==> src/rtl/hw_barrier_pkg.sv <==
`timescale 1ns/1ps
`default_nettype none
// ============================================================================
//  Module      : hw_barrier_pkg
//  Description : Shared register map, per-barrier register view and bus
//                address decode helpers for the hardware barrier array.
//  Revision    : 1.0 - initial release
// ============================================================================
package hw_barrier_pkg;

  localparam int IDX_W = 27;  // barrier index field: byte address bits [31:5]

  // Register offsets within one barrier's 0x20-byte window (word index add[4:2])
  localparam logic [2:0] OFF_TRIG_MASK = 3'd0;
  localparam logic [2:0] OFF_STATUS    = 3'd1;
  localparam logic [2:0] OFF_COUNT     = 3'd2;
  localparam logic [2:0] OFF_TARGET    = 3'd3;
  localparam logic [2:0] OFF_TRIGGER   = 3'd4;
  localparam logic [2:0] OFF_ABORT     = 3'd5;

  // Zero-extended view of one barrier's architectural registers
  typedef struct packed {
    logic [31:0] trig_mask;
    logic [31:0] target;
    logic [31:0] status;
    logic [31:0] count;
  } barr_regs_t;

  // Decoded word address: full barrier index (so out-of-range IDs never alias) and offset
  typedef struct packed {
    logic [IDX_W-1:0] idx;
    logic [2:0]       off;
  } bus_dec_t;

  // Splits a word address (byte address bits [31:2]) into barrier index and register offset
  function automatic bus_dec_t decode_bid(input logic [29:0] wadd);
    return bus_dec_t'(wadd);
  endfunction

  // Read view of one barrier; write-only and unmapped offsets read as zero
  function automatic logic [31:0] read_reg(input barr_regs_t r, input logic [2:0] off);
    case (off)
      OFF_TRIG_MASK: return r.trig_mask;
      OFF_STATUS:    return r.status;
      OFF_COUNT:     return r.count;
      OFF_TARGET:    return r.target;
      default:       return 32'h0;
    endcase
  endfunction

endpackage
`default_nettype wire

==> src/rtl/hw_barrier_array_if.sv <==
`timescale 1ns/1ps
`default_nettype none
// ============================================================================
//  Module      : hw_barrier_array_if
//  Description : Request/grant/response bus used by both the demuxed core
//                port and the peripheral interconnect port.
//  Revision    : 1.0 - initial release
// ============================================================================
interface hw_barrier_array_if;
  logic        req;
  logic        we_n;
  logic [31:0] add;
  logic [31:0] wdata;
  logic        gnt;
  logic        r_valid;
  logic [31:0] r_rdata;

  modport master (output req, we_n, add, wdata, input gnt, r_valid, r_rdata);
  modport slave  (input req, we_n, add, wdata, output gnt, r_valid, r_rdata);
endinterface
`default_nettype wire

==> src/rtl/hw_barrier_slot.sv <==
`timescale 1ns/1ps
`default_nettype none
// ============================================================================
//  Module      : hw_barrier_slot
//  Description : One barrier: trigger mask, target mask, status, wrapping
//                match counter and match detection with trigger carry-over.
//  Revision    : 1.0 - initial release
// ============================================================================
module hw_barrier_slot
  import hw_barrier_pkg::*;
#(
  parameter int NB_CORES = 4,
  parameter int CNT_W    = 8
) (
  input  wire logic                clk_i,
  input  wire logic                rst_i,
  input  wire logic [NB_CORES-1:0] trig_i,       // merged new triggers this cycle
  input  wire logic                mask_we_i,
  input  wire logic                target_we_i,
  input  wire logic                abort_i,
  input  wire logic [NB_CORES-1:0] wdata_i,
  output logic                     match_o,
  output barr_regs_t               regs_o
);

  logic [NB_CORES-1:0] mask_q,   mask_d;
  logic [NB_CORES-1:0] target_q, target_d;
  logic [NB_CORES-1:0] status_q, status_d;
  logic [CNT_W-1:0]    count_q,  count_d;
  logic                w_match;

  // Match on registered state only; an empty mask never matches
  always_comb begin
    w_match = (mask_q != '0) && (status_q == mask_q);
  end

  // Next state: clearing writes beat a match, and a match restarts status from the new triggers
  always_comb begin
    mask_d   = mask_we_i   ? wdata_i : mask_q;
    target_d = target_we_i ? wdata_i : target_q;
    if (mask_we_i || abort_i) begin
      status_d = '0;
    end else if (w_match) begin
      status_d = trig_i;
    end else begin
      status_d = status_q | trig_i;
    end
    count_d = w_match ? count_q + CNT_W'(1) : count_q;
  end

  // State registers
  always_ff @(posedge clk_i) begin
    if (rst_i) begin
      mask_q   <= '0;
      target_q <= '0;
      status_q <= '0;
      count_q  <= '0;
    end else begin
      mask_q   <= mask_d;
      target_q <= target_d;
      status_q <= status_d;
      count_q  <= count_d;
    end
  end

  // Suppress the event while reset is held so a pending match never fires during reset
  assign match_o = w_match & ~rst_i;

  // Zero-extended register view for the read mux and status summary
  always_comb begin
    regs_o                          = '0;
    regs_o.trig_mask[NB_CORES-1:0]  = mask_q;
    regs_o.target[NB_CORES-1:0]     = target_q;
    regs_o.status[NB_CORES-1:0]     = status_q;
    regs_o.count[CNT_W-1:0]         = count_q;
  end

endmodule
`default_nettype wire

==> src/rtl/hw_barrier_array.sv <==
`timescale 1ns/1ps
`default_nettype none
// ============================================================================
//  Module      : hw_barrier_array
//  Description : NB_BARR independent hardware barriers triggered by per-core
//                wires or bus writes; bus decode, write-conflict arbitration,
//                registered read mux and event OR.
//  Revision    : 1.0 - initial release
// ============================================================================
module hw_barrier_array
  import hw_barrier_pkg::*;
#(
  parameter  int NB_CORES = 4,
  parameter  int NB_BARR  = 8,
  parameter  int CNT_W    = 8,
  localparam int BID_W    = (NB_BARR > 1) ? $clog2(NB_BARR) : 1
) (
  input  wire logic                        clk_i,
  input  wire logic                        rst_i,
  input  wire logic [NB_CORES-1:0]         core_trig_i,
  input  wire logic [NB_CORES*BID_W-1:0]   core_trig_id_i,
  output logic      [NB_BARR*NB_CORES-1:0] barrier_status_o,
  output logic      [NB_CORES-1:0]         barrier_events_o,
  hw_barrier_array_if.slave                dmx,
  hw_barrier_array_if.slave                per
);

  logic        w_dmx_wr, w_per_conf, w_per_acc, w_wr_en, w_wr_ok;
  logic [31:0] w_wr_add, w_wr_data;
  bus_dec_t    w_wr_dec, w_dmx_dec, w_per_dec;
  logic        w_unused;

  barr_regs_t        w_regs [NB_BARR];
  logic [NB_BARR-1:0] w_match;

  logic             dmx_rd_q, dmx_ok_q, per_rd_q, per_ok_q, per_rvalid_q;
  logic [BID_W-1:0] dmx_bid_q, per_bid_q;
  logic [2:0]       dmx_off_q, per_off_q;

  // Conflict arbitration: the dmx port always wins, the per port is stalled on write/write
  assign w_dmx_wr   = dmx.req & ~dmx.we_n;
  assign w_per_conf = w_dmx_wr & per.req & ~per.we_n;
  assign per.gnt    = per.req & ~w_per_conf;
  assign w_per_acc  = per.req & per.gnt;
  assign dmx.gnt     = 1'b1;
  assign dmx.r_valid = 1'b1;

  // At most one write reaches the barriers per cycle, so both ports share a single write path
  assign w_wr_en   = w_dmx_wr | (w_per_acc & ~per.we_n);
  assign w_wr_add  = w_dmx_wr ? dmx.add   : per.add;
  assign w_wr_data = w_dmx_wr ? dmx.wdata : per.wdata;
  assign w_wr_dec  = decode_bid(w_wr_add[31:2]);
  assign w_wr_ok   = w_wr_en && (w_wr_dec.idx < IDX_W'(NB_BARR));
  assign w_dmx_dec = decode_bid(dmx.add[31:2]);
  assign w_per_dec = decode_bid(per.add[31:2]);
  assign w_unused  = ^{w_wr_add[1:0], w_wr_data};

  for (genvar b = 0; b < NB_BARR; b++) begin : g_slot
    logic                w_sel;
    logic [NB_CORES-1:0] w_trig;

    assign w_sel = w_wr_ok && (w_wr_dec.idx == IDX_W'(b));

    // Merge core trigger wires addressed to this barrier with a bus TRIGGER write
    always_comb begin
      w_trig = '0;
      for (int c = 0; c < NB_CORES; c++) begin
        if (core_trig_i[c] && (core_trig_id_i[c*BID_W +: BID_W] == BID_W'(b))) begin
          w_trig[c] = 1'b1;
        end
      end
      if (w_sel && (w_wr_dec.off == OFF_TRIGGER)) begin
        w_trig = w_trig | w_wr_data[NB_CORES-1:0];
      end
    end

    hw_barrier_slot #(
      .NB_CORES (NB_CORES),
      .CNT_W    (CNT_W)
    ) u_slot (
      .clk_i       (clk_i),
      .rst_i       (rst_i),
      .trig_i      (w_trig),
      .mask_we_i   (w_sel && (w_wr_dec.off == OFF_TRIG_MASK)),
      .target_we_i (w_sel && (w_wr_dec.off == OFF_TARGET)),
      .abort_i     (w_sel && (w_wr_dec.off == OFF_ABORT)),
      .wdata_i     (w_wr_data[NB_CORES-1:0]),
      .match_o     (w_match[b]),
      .regs_o      (w_regs[b])
    );

    assign barrier_status_o[b*NB_CORES +: NB_CORES] = w_regs[b].status[NB_CORES-1:0];
  end

  // Events: OR of target masks of every barrier matching this cycle
  always_comb begin
    barrier_events_o = '0;
    for (int b = 0; b < NB_BARR; b++) begin
      if (w_match[b]) begin
        barrier_events_o = barrier_events_o | w_regs[b].target[NB_CORES-1:0];
      end
    end
  end

  // Read selectors: capture the request, data is muxed from the updated registers next cycle
  always_ff @(posedge clk_i) begin
    if (rst_i) begin
      dmx_rd_q     <= 1'b0;
      dmx_ok_q     <= 1'b0;
      dmx_bid_q    <= '0;
      dmx_off_q    <= '0;
      per_rd_q     <= 1'b0;
      per_ok_q     <= 1'b0;
      per_bid_q    <= '0;
      per_off_q    <= '0;
      per_rvalid_q <= 1'b0;
    end else begin
      dmx_rd_q     <= dmx.req & dmx.we_n;
      dmx_ok_q     <= w_dmx_dec.idx < IDX_W'(NB_BARR);
      dmx_bid_q    <= w_dmx_dec.idx[BID_W-1:0];
      dmx_off_q    <= w_dmx_dec.off;
      per_rd_q     <= w_per_acc & per.we_n;
      per_ok_q     <= w_per_dec.idx < IDX_W'(NB_BARR);
      per_bid_q    <= w_per_dec.idx[BID_W-1:0];
      per_off_q    <= w_per_dec.off;
      per_rvalid_q <= w_per_acc;
    end
  end

  assign per.r_valid = per_rvalid_q;
  assign dmx.r_rdata = (dmx_rd_q && dmx_ok_q) ? read_reg(w_regs[dmx_bid_q], dmx_off_q) : 32'h0;
  assign per.r_rdata = (per_rd_q && per_ok_q) ? read_reg(w_regs[per_bid_q], per_off_q) : 32'h0;

endmodule
`default_nettype wire
==> src/flat_wrapper.sv <==
// flat-port wrapper written by rule: the top's interface ports become plain ports
module hw_barrier_array_flat import hw_barrier_pkg::*;
#(
  parameter  int NB_CORES = 4,
  parameter  int NB_BARR  = 8,
  parameter  int CNT_W    = 8,
  localparam int BID_W    = (NB_BARR > 1) ? $clog2(NB_BARR) : 1
)
  (clk_i, rst_i, core_trig_i, core_trig_id_i, barrier_status_o, barrier_events_o, dmx_req, dmx_we_n, dmx_add, dmx_wdata, dmx_gnt, dmx_r_valid, dmx_r_rdata, per_req, per_we_n, per_add, per_wdata, per_gnt, per_r_valid, per_r_rdata);
  hw_barrier_array_if dmx_i ();
  hw_barrier_array_if per_i ();
  input  wire logic clk_i;
  input  wire logic rst_i;
  input  wire logic [NB_CORES-1:0] core_trig_i;
  input  wire logic [NB_CORES*BID_W-1:0] core_trig_id_i;
  output logic      [NB_BARR*NB_CORES-1:0] barrier_status_o;
  output logic      [NB_CORES-1:0] barrier_events_o;
  input wire logic [$bits(dmx_i.req)-1:0] dmx_req;
  input wire logic [$bits(dmx_i.we_n)-1:0] dmx_we_n;
  input wire logic [$bits(dmx_i.add)-1:0] dmx_add;
  input wire logic [$bits(dmx_i.wdata)-1:0] dmx_wdata;
  output wire logic [$bits(dmx_i.gnt)-1:0] dmx_gnt;
  output wire logic [$bits(dmx_i.r_valid)-1:0] dmx_r_valid;
  output wire logic [$bits(dmx_i.r_rdata)-1:0] dmx_r_rdata;
  input wire logic [$bits(per_i.req)-1:0] per_req;
  input wire logic [$bits(per_i.we_n)-1:0] per_we_n;
  input wire logic [$bits(per_i.add)-1:0] per_add;
  input wire logic [$bits(per_i.wdata)-1:0] per_wdata;
  output wire logic [$bits(per_i.gnt)-1:0] per_gnt;
  output wire logic [$bits(per_i.r_valid)-1:0] per_r_valid;
  output wire logic [$bits(per_i.r_rdata)-1:0] per_r_rdata;
  assign dmx_i.req = dmx_req;
  assign dmx_i.we_n = dmx_we_n;
  assign dmx_i.add = dmx_add;
  assign dmx_i.wdata = dmx_wdata;
  assign dmx_gnt = dmx_i.gnt;
  assign dmx_r_valid = dmx_i.r_valid;
  assign dmx_r_rdata = dmx_i.r_rdata;
  assign per_i.req = per_req;
  assign per_i.we_n = per_we_n;
  assign per_i.add = per_add;
  assign per_i.wdata = per_wdata;
  assign per_gnt = per_i.gnt;
  assign per_r_valid = per_i.r_valid;
  assign per_r_rdata = per_i.r_rdata;
  hw_barrier_array #(.NB_CORES(NB_CORES), .NB_BARR(NB_BARR), .CNT_W(CNT_W)) u_core (.clk_i(clk_i), .rst_i(rst_i), .core_trig_i(core_trig_i), .core_trig_id_i(core_trig_id_i), .barrier_status_o(barrier_status_o), .barrier_events_o(barrier_events_o), .dmx(dmx_i), .per(per_i));
endmodule
==> config.mk <==
export PLATFORM = sky130hd
export DESIGN_NAME = hw_barrier_array_flat
export DESIGN_NICKNAME = d
export VERILOG_FILES = /design/src/rtl/hw_barrier_pkg.sv /design/src/rtl/hw_barrier_array_if.sv /design/src/rtl/hw_barrier_slot.sv /design/src/rtl/hw_barrier_array.sv /design/src/flat_wrapper.sv
export SDC_FILE = /design/constraint.sdc
export NUM_CORES = 1
export LEC_CHECK = 0
export BUFFER_PORTS_ARGS = -buffer_cell sky130_fd_sc_hd__buf_2
export CORE_MARGIN = 5
export CORE_UTILIZATION = 40
export CTS_CLUSTER_SIZE = 30
export DETAILED_ROUTE_END_ITERATION = 6
export GPL_TIMING_DRIVEN = 0
export RECOVER_POWER = 25
export SLEW_MARGIN = 20
export SYNTH_ARGS = -nofsm -noshare
export SYNTH_HDL_FRONTEND = slang
export SYNTH_SLANG_ARGS = --single-unit
==> constraint.sdc <==
create_clock -name clk_i -period 4.2 [get_ports clk_i]
set_input_delay 0.42 -clock clk_i [delete_from_list [all_inputs] [get_ports clk_i]]
set_output_delay 0.42 -clock clk_i [all_outputs]
set_load 0.01 [all_outputs]
==> results of run 1 <==
-- through the flow --
| step | instance area, sq um | cells |
|---|---|---|
| global placement | 13100 | 1780 |
| floorplan | 11900 | 1254 |
| CTS | 13700 | 1813 |
| finish | 13600 | 1813 |
| detailed placement | 13100 | 1781 |
| global route | 13600 | 1813 |
-- synth_stat cells (28+ instances only) --
cell        n  area share
dfxtp_1   177        0.30
nor2_1    101       0.032
buf_4      84       0.054
mux2i_1    81       0.069
mux4_2     78        0.15
xnor2_1    74       0.055
nand2b_1   65       0.035
nand3_1    61       0.026
clkbuf_1   45       0.014
nand2_1    44       0.014
a21oi_1    42       0.018
nor4_1     32       0.017
a22oi_1    28       0.018
-- path summary, 6_finish.rpt --
check / endpoint / slack (ns)
setup reg to reg: u_core.g_slot[2].u_slot.status_q[0] / 1.58
hold / removal: u_core.per_rd_q / 0.21
hold reg to reg: u_core.g_slot[7].u_slot.count_q[1] / 0.52
setup / recovery: per_r_rdata[1] / 0.46
-- power by group through the flow --
stage | combinational [W] | sequential, W | clock (W)
after floorplan | 0.000298 | 0.00175 | 0
after global placement | 0.000449 | 0.00177 | 0
after detailed placement | 0.000450 | 0.00177 | 0
after CTS | 0.000451 | 0.00173 | 0.00168
after global routing | 0.000490 | 0.00174 | 0.00176
final | 0.000454 | 0.00174 | 0.00167
-- kinds of logic after synthesis --
kind of cell,synth area share
xor gates and xnor gates,0.0674
other,0.000642
muxes,0.225
AOI/OAI and AO/OA,0.0934
and+or+nand+nor,0.225
DFF,0.303
adders and majority gates,0.00856
buffers and inverters,0.0765
-- per-layer routing --
metal | global-route usage | vias up | part of all wire
li1 | - | 4828 | -
met1 | 0.336 | 5048 | 0.41
met2 | 0.411 | 533 | 0.46
met3 | 0.0696 | 85 | 0.097
met4 | 0.0844 | 0 | 0.035
met5 | 0 | - | 0
-- cell type report --
type	count	share of cell area
multi-input cells	927	0.544
flip-flops and latches	177	0.260
plain buffers	147	0.0641
repair buffers	143	0.0523
well taps	384	0.0352
clock buffers	18	0.0322
clock inverters	14	0.0120
inverters	3	0.000825
-- flip-flops by register name (all words and copies together), names as in the netlist --
name and cells:
u_core.g_slot.u_slot.count_q 64, u_core.per_off_q 3, u_core.dmx_ok_q 1, u_core.per.r_valid 1, u_core.per_ok_q 1, u_core.dmx_bid_q 3, u_core.per_bid_q 3, u_core.per_rd_q 1
u_core.g_slot.u_slot.mask_q 32, u_core.dmx_rd_q 1, u_core.dmx_off_q 3, u_core.g_slot.u_slot.status_q 32, u_core.g_slot.u_slot.target_q 32
-- worst max-delay path, stage by stage, from the launching register on --
cell      delay, ns
dfxtp_1        0.35
clkbuf_1       0.24
buf_2          0.36
buf_2          0.44
mux4_2         0.36
a22o_1         0.28
a221oi_1       0.42
a31oi_1        0.24
buf_2          0.20
==> qor.txt, run 1 <==
status: finished, final reports clean
final setup TNS: 0 ns
IR drop worst, VDD: 0.000266 V
Power Internal: 0.00275 W
CP endpoint kind: output pin
sequential element share of the synthesized area: 0.303
Setup CP Type: reg2out
PwrDens: 283 nW/um^2
cell depth of the worst flop-to-flop path: 6
multi-input logic area: 7420 sq um
Design Power: 0.00386 W
CTS clk-pin slew, worst paths: 0.08 ns
maxcap violations: 0
Clk network pwr share: 0.433
Setup violations, final: 0
remaining global-route overflow: 0
Post-synth EDFFs: 0
DR vias/cell: 5.79
setup ws final: 0.456 ns
number of fill cells in the layout: 2792
clock sink count: 177
die area: 32700 sq um
number of global-route vias before repair: 10488
Hold WS: 0.206 ns
Primary FF master, synth: dfxtp_1
first-pass GRT wire length: 64.6 mm
drt wl/cell: 23.6 microns
count of state elements after synthesis: 177
post-CTS setup buffer count: 0
FMAX: 0.267 GHz
CTS tree: built
Detailed Place HPWL: 34.4 mm
ys async rst share: 0
Core Region: 28800 sq um
Critical Path RT: 3.78 ns
DIE WIDTH: 181 microns
fin util: 0.474
vias post-DR: 10494
Worst Hold Path Cells: 2
Max FO, Critical Path: 10
port buffer count: 142
sw frac: 0.287
H-tree levels: 4
drt drc: 0
most common cell after layout, fill and taps aside: dfxtp_1
router iterations before antenna repair: 5
Sequential Power Share: 0.450
post_cts resized: 0
switching pwr: 0.00111 W
storage element area: 3540 sq um
GR Util All Layers: 0.256
initial antenna violation count: 0
Post-DRT Antenna Nets: 0
Synth Cell Area: 11700 sq um
Root Driver: clkbuf_16
RR Startpoint: u_core.g_slot[2].u_slot.status_q[1]
leakage power: 5.32 nW
Mapped Cells: 1206
Critical Path Source: u_core.per_bid_q[0]
fraction of layout cells with a size suffix above 1: 0.264
CTS Buf Count: 17
Clock Skews: 0.0202 ns
Final Net Count: 1574
Bufs on Longest Clock Path: 2
GP Congestion: 0.976
Row Count: 62
RSZ-0062 raised after global routing: no
IO Count: 254
most frequent cells in the layout: 177 x dfxtp_1, 153 x buf_2, 101 x nor2_1
antenna cells: 0
min-delay src: per_we_n
worst-margin pin slew: 1.01 ns
Syn. warnings: 0
Tmin final: 3.74 ns
Comb pwr share: 0.117
startpoint class of the critical path: flop
Final Hold Viols: 0
worst min path class: in2reg
initial core utilization: 0.406
Clock Latency Late Sink: 0.45 ns
crit path DAT: 3.32 ns
die height: 181 microns
Final Cycle Share: 0.891
hold buffer count at cts: 0
Layout area overhead: 16.8%
largest net degree at the start of global routing: 19
Distinct cells, synth: 57
Place WS: 1.01 ns
max-slew violation count: 0
number of DRC markers in iteration 0: 1019
Routed Wire Length: 42.7 mm
syn_area_per_cell: 9.69 sq um
Worst slew margin: 0.320
Note: power is estimated with default switching activity, not from simulation.
==> run 2: changes to the inputs <==
--- a/config.mk
+++ b/config.mk
@@ -15,4 +15,5 @@
 export SLEW_MARGIN = 20
 export SYNTH_ARGS = -nofsm -noshare
 export SYNTH_HDL_FRONTEND = slang
+export SYNTH_HIERARCHICAL = 1
 export SYNTH_SLANG_ARGS = --single-unit
==> run 2 against run 1 <==
  * The flow now finishes with violations (setup timing)
  * Critical path depth decreased by 2
  * Clock skew decreased by 0.0083 ns
  * Count of clock-buffer cells in the layout increased by 5
  * Non-clock buffer count increased by 943
  * Via count increased to 2.5 times the previous value
  * Largest power group is now combinational cells
  * Highest routed layer unchanged
==> qor.txt, run 2 <==
largest net degree at the start of global routing: 25
Post-synth EDFFs: 0
Final Net Count: 4117
GRT met1 Usage: 0.367
area leader, netlist: mux4_2
Routed Wire Length: 118 mm
Core Region: 75600 sq um
startpoint class of the critical path: flop
DR vias/cell: 5.34
Finished Layout Cells: 4951
Power Internal: 0.00387 W
Clock Skews: 0.0118 ns
Setup CP Type: reg2out
first-pass GRT wire length: 171 mm
worst min path class: in2reg
most common cell in the netlist: buf_4
DIE WIDTH: 285 microns
CP max stage delay: 0.68 ns
GP Congestion: 1.02
failing checks: setup timing
# placed instances: 4918
Hold WS: 0.213 ns
IR drop worst, VDD: 0.000319 V
Synth Cell Area: 30300 sq um
critical path, cell by cell: clkbuf_1 > clkbuf_1 > mux4_2 > a221oi_1 > a31oi_1 > buf_2
met3 Use GR: 0.0461
CTS clk-pin slew, worst paths: 0.07 ns
Mapped Cells: 2937
H-tree levels: 4
leading cell types by total area after synthesis: mux4_2 38%, buf_4 22%, dfxtp_1 12%, a22oi_1 3.6%, mux2i_1 2.5%
leakage power: 15.0 nW
RSZ-0062 raised after global routing: no
worst-margin pin slew: 1.42 ns
post-CTS setup buffer count: 0
syn_area_per_cell: 10.3 sq um
Final Cycle Share: 1.01
post-route cell area: 36100 sq um
Critical Path RT: 3.78 ns
final setup TNS: -0.0458 ns
critical path's slowest cell: clkbuf_1
Final Hold Viols: 0
number of global-route vias before repair: 25519
setup ws final: -0.0458 ns
IO Count: 254
drt drc: 0
count of state elements after synthesis: 177
drt wl/cell: 23.9 microns
multi-input logic area: 22500 sq um
crit path DAT: 3.83 ns
grt peak-use layer: met2
storage element area: 3540 sq um
max-slew violation count: 0
router iterations before antenna repair: 5
Detailed Place HPWL: 90.4 mm
Sequential Power Share: 0.297
Setup violations, final: 1
Post-Place Cell Area: 35500 sq um
Layout area overhead: 19.1%
FMAX: 0.236 GHz
Post-DRT Antenna Nets: 0
CTS Buf Count: 17
PwrDens: 162 nW/um^2
vias post-DR: 26418
Primary FF master, synth: dfxtp_1
Design Power: 0.00584 W
die height: 285 microns
Tmin final: 4.25 ns
Worst slew margin: 0.0554
Clock Latency Late Sink: 0.45 ns
Row Count: 101
Max FO, Critical Path: 10
remaining global-route overflow: 0
number of DRC markers in iteration 0: 2857
die area: 81400 sq um
Syn. warnings: 6
Post-synth top cells: 874 x buf_4, 512 x mux4_2, 177 x dfxtp_1
CP endpoint kind: output pin
sequential element share of the synthesized area: 0.117
max reg flops: 64
GR Util All Layers: 0.286
largest register by flop count: u_core/g_slot.u_slot/count_q
top cell type's share of synthesized area: 0.381
switching pwr: 0.00197 W
fraction of layout cells with a size suffix above 1: 0.417
sw frac: 0.337
most common cell after layout, fill and taps aside: buf_4
status: finished with violations
most frequent cells in the layout: 880 x buf_4, 866 x conb_1, 512 x mux4_2
initial core utilization: 0.401
Distinct cells, synth: 55
Comb pwr share: 0.450
met2 usage: 0.475
Worst path most repeated cell: clkbuf_1
clock sink count: 177
port buffer count: 143
maxcap violations: 0
number of fill cells in the layout: 7361
initial antenna violation count: 2
Root Driver: clkbuf_16
ys async rst share: 0
Bufs on Longest Clock Path: 2
Clk network pwr share: 0.254
CTS tree: built
==> run 2: changes by cell type after synthesis, sizes merged, moves of 30 or more <==
| cell | change |
|---|---|
| o31ai | +40 |
| a221oi | +56 |
| xnor2 | -42 |
| clkbuf | +109 |
| nand2b | -46 |
| or4 | +44 |
| nand3 | -30 |
| a22oi | +118 |
| mux4 | +432 |
| nand2 | +61 |
| a22o | +56 |
| buf | +831 |
| o21ai | +75 |
| a31oi | +48 |
==> run 2: through the flow <==
stage               setup slack (ns)  utilization
floorplan                       1.34            -
global placement              -0.364        0.469
detailed placement            -0.312        0.470
CTS                          0.00920        0.478
global route                  0.0199        0.477
finish                       -0.0458        0.478
==> run 2: power by group through the flow <==
stage	combinational, W	clock, W	sequential [W]
after floorplan	0.00197	0	0.00176
after global placement	0.00242	0	0.00177
after detailed placement	0.00243	0	0.00177
after CTS	0.00244	0.00151	0.00173
after global routing	0.00280	0.00158	0.00173
final	0.00263	0.00148	0.00173
==> run 2: worst max-delay path: cells and delay by family, from the launching register on <==
kind | cells | cell delay, ns
compound gates | 2 | 0.80
buf+inv | 3 | 1.60
flops | 1 | 0.44
mux | 1 | 0.51
==> run 2: layer usage <==
metal | wire length (microns) | up-vias | share of wire
li1 | - | 11920 | -
met1 | 45700 | 12905 | 0.39
met2 | 56400 | 1322 | 0.48
met3 | 9980 | 271 | 0.084
met4 | 6300 | 0 | 0.053
met5 | 0 | - | 0
==> run 2: final timing paths <==
path                                  startpoint                                  to  slack, ns  cells after the start
min reg2reg   u_core/g_slot[4].u_slot/count_q[7]  u_core/g_slot[4].u_slot/count_q[7]       0.50                      2
max reg2reg  u_core/g_slot[7].u_slot/status_q[0]  u_core/g_slot[7].u_slot/count_q[0]       2.34                      5
min                                      per_req                     u_core/per_rd_q       0.21                      3
max                          u_core/per_bid_q[1]                      per_r_rdata[5]      -0.05                      6
==> run 2: final cells by class <==
cell class | instances | share of cell area
multi-input combinational | 2514 | 0.624
buffer | 1087 | 0.208
sequential | 177 | 0.0982
tap | 978 | 0.0339
timing repair buffer | 146 | 0.0193
clock buffer | 23 | 0.0130
clock inverter | 9 | 0.00166
inverter | 16 | 0.00166
antenna | 1 | 0.0000693
==> run 2: cell families (layout without fill, tap and decap cells) <==
logic type	count (synthesis)	count (layout)	synth area share
buffers and inverters	1103	1281	0.248
AND/OR/NAND/NOR	494	494	0.0906
adder cells (fa/ha/maj)	8	8	0.00330
other	9	867	0.00111
multiplexers	598	598	0.410
XOR/XNOR	32	32	0.00925
AO/OA/AOI/OAI	516	516	0.121
flip-flops	177	177	0.117
==> run 2: timing repair <==
item / in CTS / in global routing
hold buffers: 0 / 0
gates resized for setup: 25 / 15
setup endpoints to repair: 14 / 8
==> run 3: changes to the inputs <==
--- a/config.mk
+++ b/config.mk
@@ -6,11 +6,14 @@
 export NUM_CORES = 1
 export LEC_CHECK = 0
 export BUFFER_PORTS_ARGS = -buffer_cell sky130_fd_sc_hd__buf_2
+export CELL_PAD_IN_SITES_DETAIL_PLACEMENT = 0
+export CELL_PAD_IN_SITES_GLOBAL_PLACEMENT = 1
 export CORE_MARGIN = 5
 export CORE_UTILIZATION = 40
 export CTS_CLUSTER_SIZE = 30
 export DETAILED_ROUTE_END_ITERATION = 6
 export GPL_TIMING_DRIVEN = 0
+export PLACE_DENSITY_LB_ADDON = 0.12
 export RECOVER_POWER = 25
 export SLEW_MARGIN = 20
 export SYNTH_ARGS = -nofsm -noshare
==> run 3 against run 2 <==
  * The run ends with capacitance limit, slew limit, setup timing left
  * Register-to-register slack worse by 0.18 ns
  * Non-clock buffer count down 2
  * Sequential cell count unchanged
  * Maximum frequency down 0.74%
  * Critical endpoint is now dmx_r_rdata[0]
  * Via count down 2.0%
  * Combinational power about the same
  * Count of clock-buffer cells in the layout down 4
==> qor.txt, run 3 (same netlist as run 2, synthesis figures left out) <==
die height: 285 microns
Root Driver: clkbuf_16
largest net degree at the start of global routing: 25
GP Congestion: 0.940
Detailed Place HPWL: 92.9 mm
Row Count: 101
Clock Latency Late Sink: 0.45 ns
cell depth of the worst flop-to-flop path: 5
clock sink count: 177
die area: 81400 sq um
FMAX: 0.234 GHz
# placed instances: 4917
Critical Path Source: u_core/dmx_bid_q[1]
leakage power: 15.0 nW
reg2reg end: u_core/g_slot[5].u_slot/count_q[0]
Final Cycle Share: 1.02
max-slew violation count: 25
number of DRC markers in iteration 0: 2211
RSZ-0062 raised after global routing: yes
Setup CP Type: reg2out
Critical Path RT: 3.78 ns
most frequent cells in the layout: 878 x buf_4, 866 x conb_1, 512 x mux4_2
IO Count: 254
router iterations before antenna repair: 6
CP Capture Point: dmx_r_rdata[0]
initial antenna violation count: 2
number of global-route vias before repair: 25092
Final Hold Viols: 0
remaining global-route overflow: 0
first-pass GRT wire length: 173 mm
fin util: 0.479
Worst slew margin: -0.105
Final Net Count: 4115
drt wl/cell: 24.5 microns
number of fill cells in the layout: 7372
largest register by flop count: u_core/g_slot.u_slot/count_q
Post-Place Cell Area: 35500 sq um
port buffer count: 143
initial core utilization: 0.401
post-route cell area: 36200 sq um
Finished Layout Cells: 4947
GR Util All Layers: 0.292
IR drop worst, VDD: 0.000257 V
Post-DRT Antenna Nets: 0
vias post-DR: 25897
CTS Buf Count: 17
R2R Setup Slk: 2.16 ns
Layout area overhead: 19.4%
failing checks: capacitance limit, slew limit, setup timing
worst-margin pin slew: 1.66 ns
Tmin final: 4.28 ns
Bufs on Longest Clock Path: 2
maxcap violations: 1
CTS tree: built
H-tree levels: 4
Hold WS: 0.219 ns
Core Region: 75600 sq um
Max FO, Critical Path: 10
status: finished with violations
hold buffer count at cts: 0
Clock Skews: 0.00815 ns
DR vias/cell: 5.23
crit path DAT: 3.86 ns
worst min path class: in2reg
antenna cells: 0
Place WS: -0.0592 ns
RR Startpoint: u_core/g_slot[5].u_slot/status_q[0]
setup ws final: -0.0774 ns
startpoint class of the critical path: flop
post_cts resized: 20
most common cell after layout, fill and taps aside: buf_4
fraction of layout cells with a size suffix above 1: 0.418
PwrDens: 170 nW/um^2
CP endpoint kind: output pin
DIE WIDTH: 285 microns
CTS clk-pin slew, worst paths: 0.07 ns
max reg flops: 64
drt drc: 0
post-CTS setup buffer count: 0
Setup violations, final: 4
Routed Wire Length: 121 mm
-- run 3: worst min path at each step --
stage / depth (start not counted) / to / slack [ns] / startpoint
final: 2 / u_core/per_off_q[0] / 0.22 / per_add[2]
after detailed placement: 2 / u_core/g_slot[1].u_slot/count_q[7] / 0.49 / u_core/g_slot[1].u_slot/count_q[7]
after CTS: 2 / u_core/per_off_q[0] / 0.20 / per_add[2]
after floorplan: 2 / u_core/g_slot[2].u_slot/count_q[7] / 0.46 / u_core/g_slot[2].u_slot/count_q[7]
after global routing: 2 / u_core/per_off_q[0] / 0.21 / per_add[2]
after global placement: 2 / u_core/g_slot[1].u_slot/count_q[7] / 0.48 / u_core/g_slot[1].u_slot/count_q[7]
-- run 3: layout make-up --
cell class	instances	area (sq um)	area share
plain buffers	1086	7520	0.208
clock buffers	19	433	0.0120
clock inverters	12	206	0.00570
inverters	16	60.1	0.00166
multi-input cells	2514	22500	0.622
flip-flops and latches	177	3540	0.0979
well taps	978	1220	0.0338
repair buffers	145	686	0.0189
-- run 3: per-stage QoR --
stage	setup TNS [ns]	power (W)
6_report	-0.198	0.00614
5_1_grt	-0.00299	0.00641
4_1_cts	0	0.00598
3_5_place_dp	-0.157	0.00422
3_3_place_gp	-2.12	0.00422
2_1_floorplan	0	0.00373
-- run 3: where the power goes --
part	leakage, nW	internal, W	total (W)	switching (W)
sequential	1.43	0.00170	0.00174	0.0000411
clock	0.313	0.00106	0.00177	0.000709
combinational	13.3	0.00139	0.00264	0.00125
total	15.0	0.00415	0.00614	0.00200
-- run 3: critical path, stage by stage, from the launching register on --
cell,delay [ns]
dfxtp_1,0.55
clkbuf_1,0.82
clkbuf_1,0.75
mux4_2,0.42
a22oi_1,0.10
a31oi_1,0.52
buf_2,0.24
-- run 3: layer usage --
metal  GRT usage  up-vias  routed length (microns)
li1            -    11922                        -
met4       0.116        4                     6020
met5           0        -                       34
met1       0.370    12604                    48000
met2       0.498     1079                    58700
met3      0.0488      288                     8260
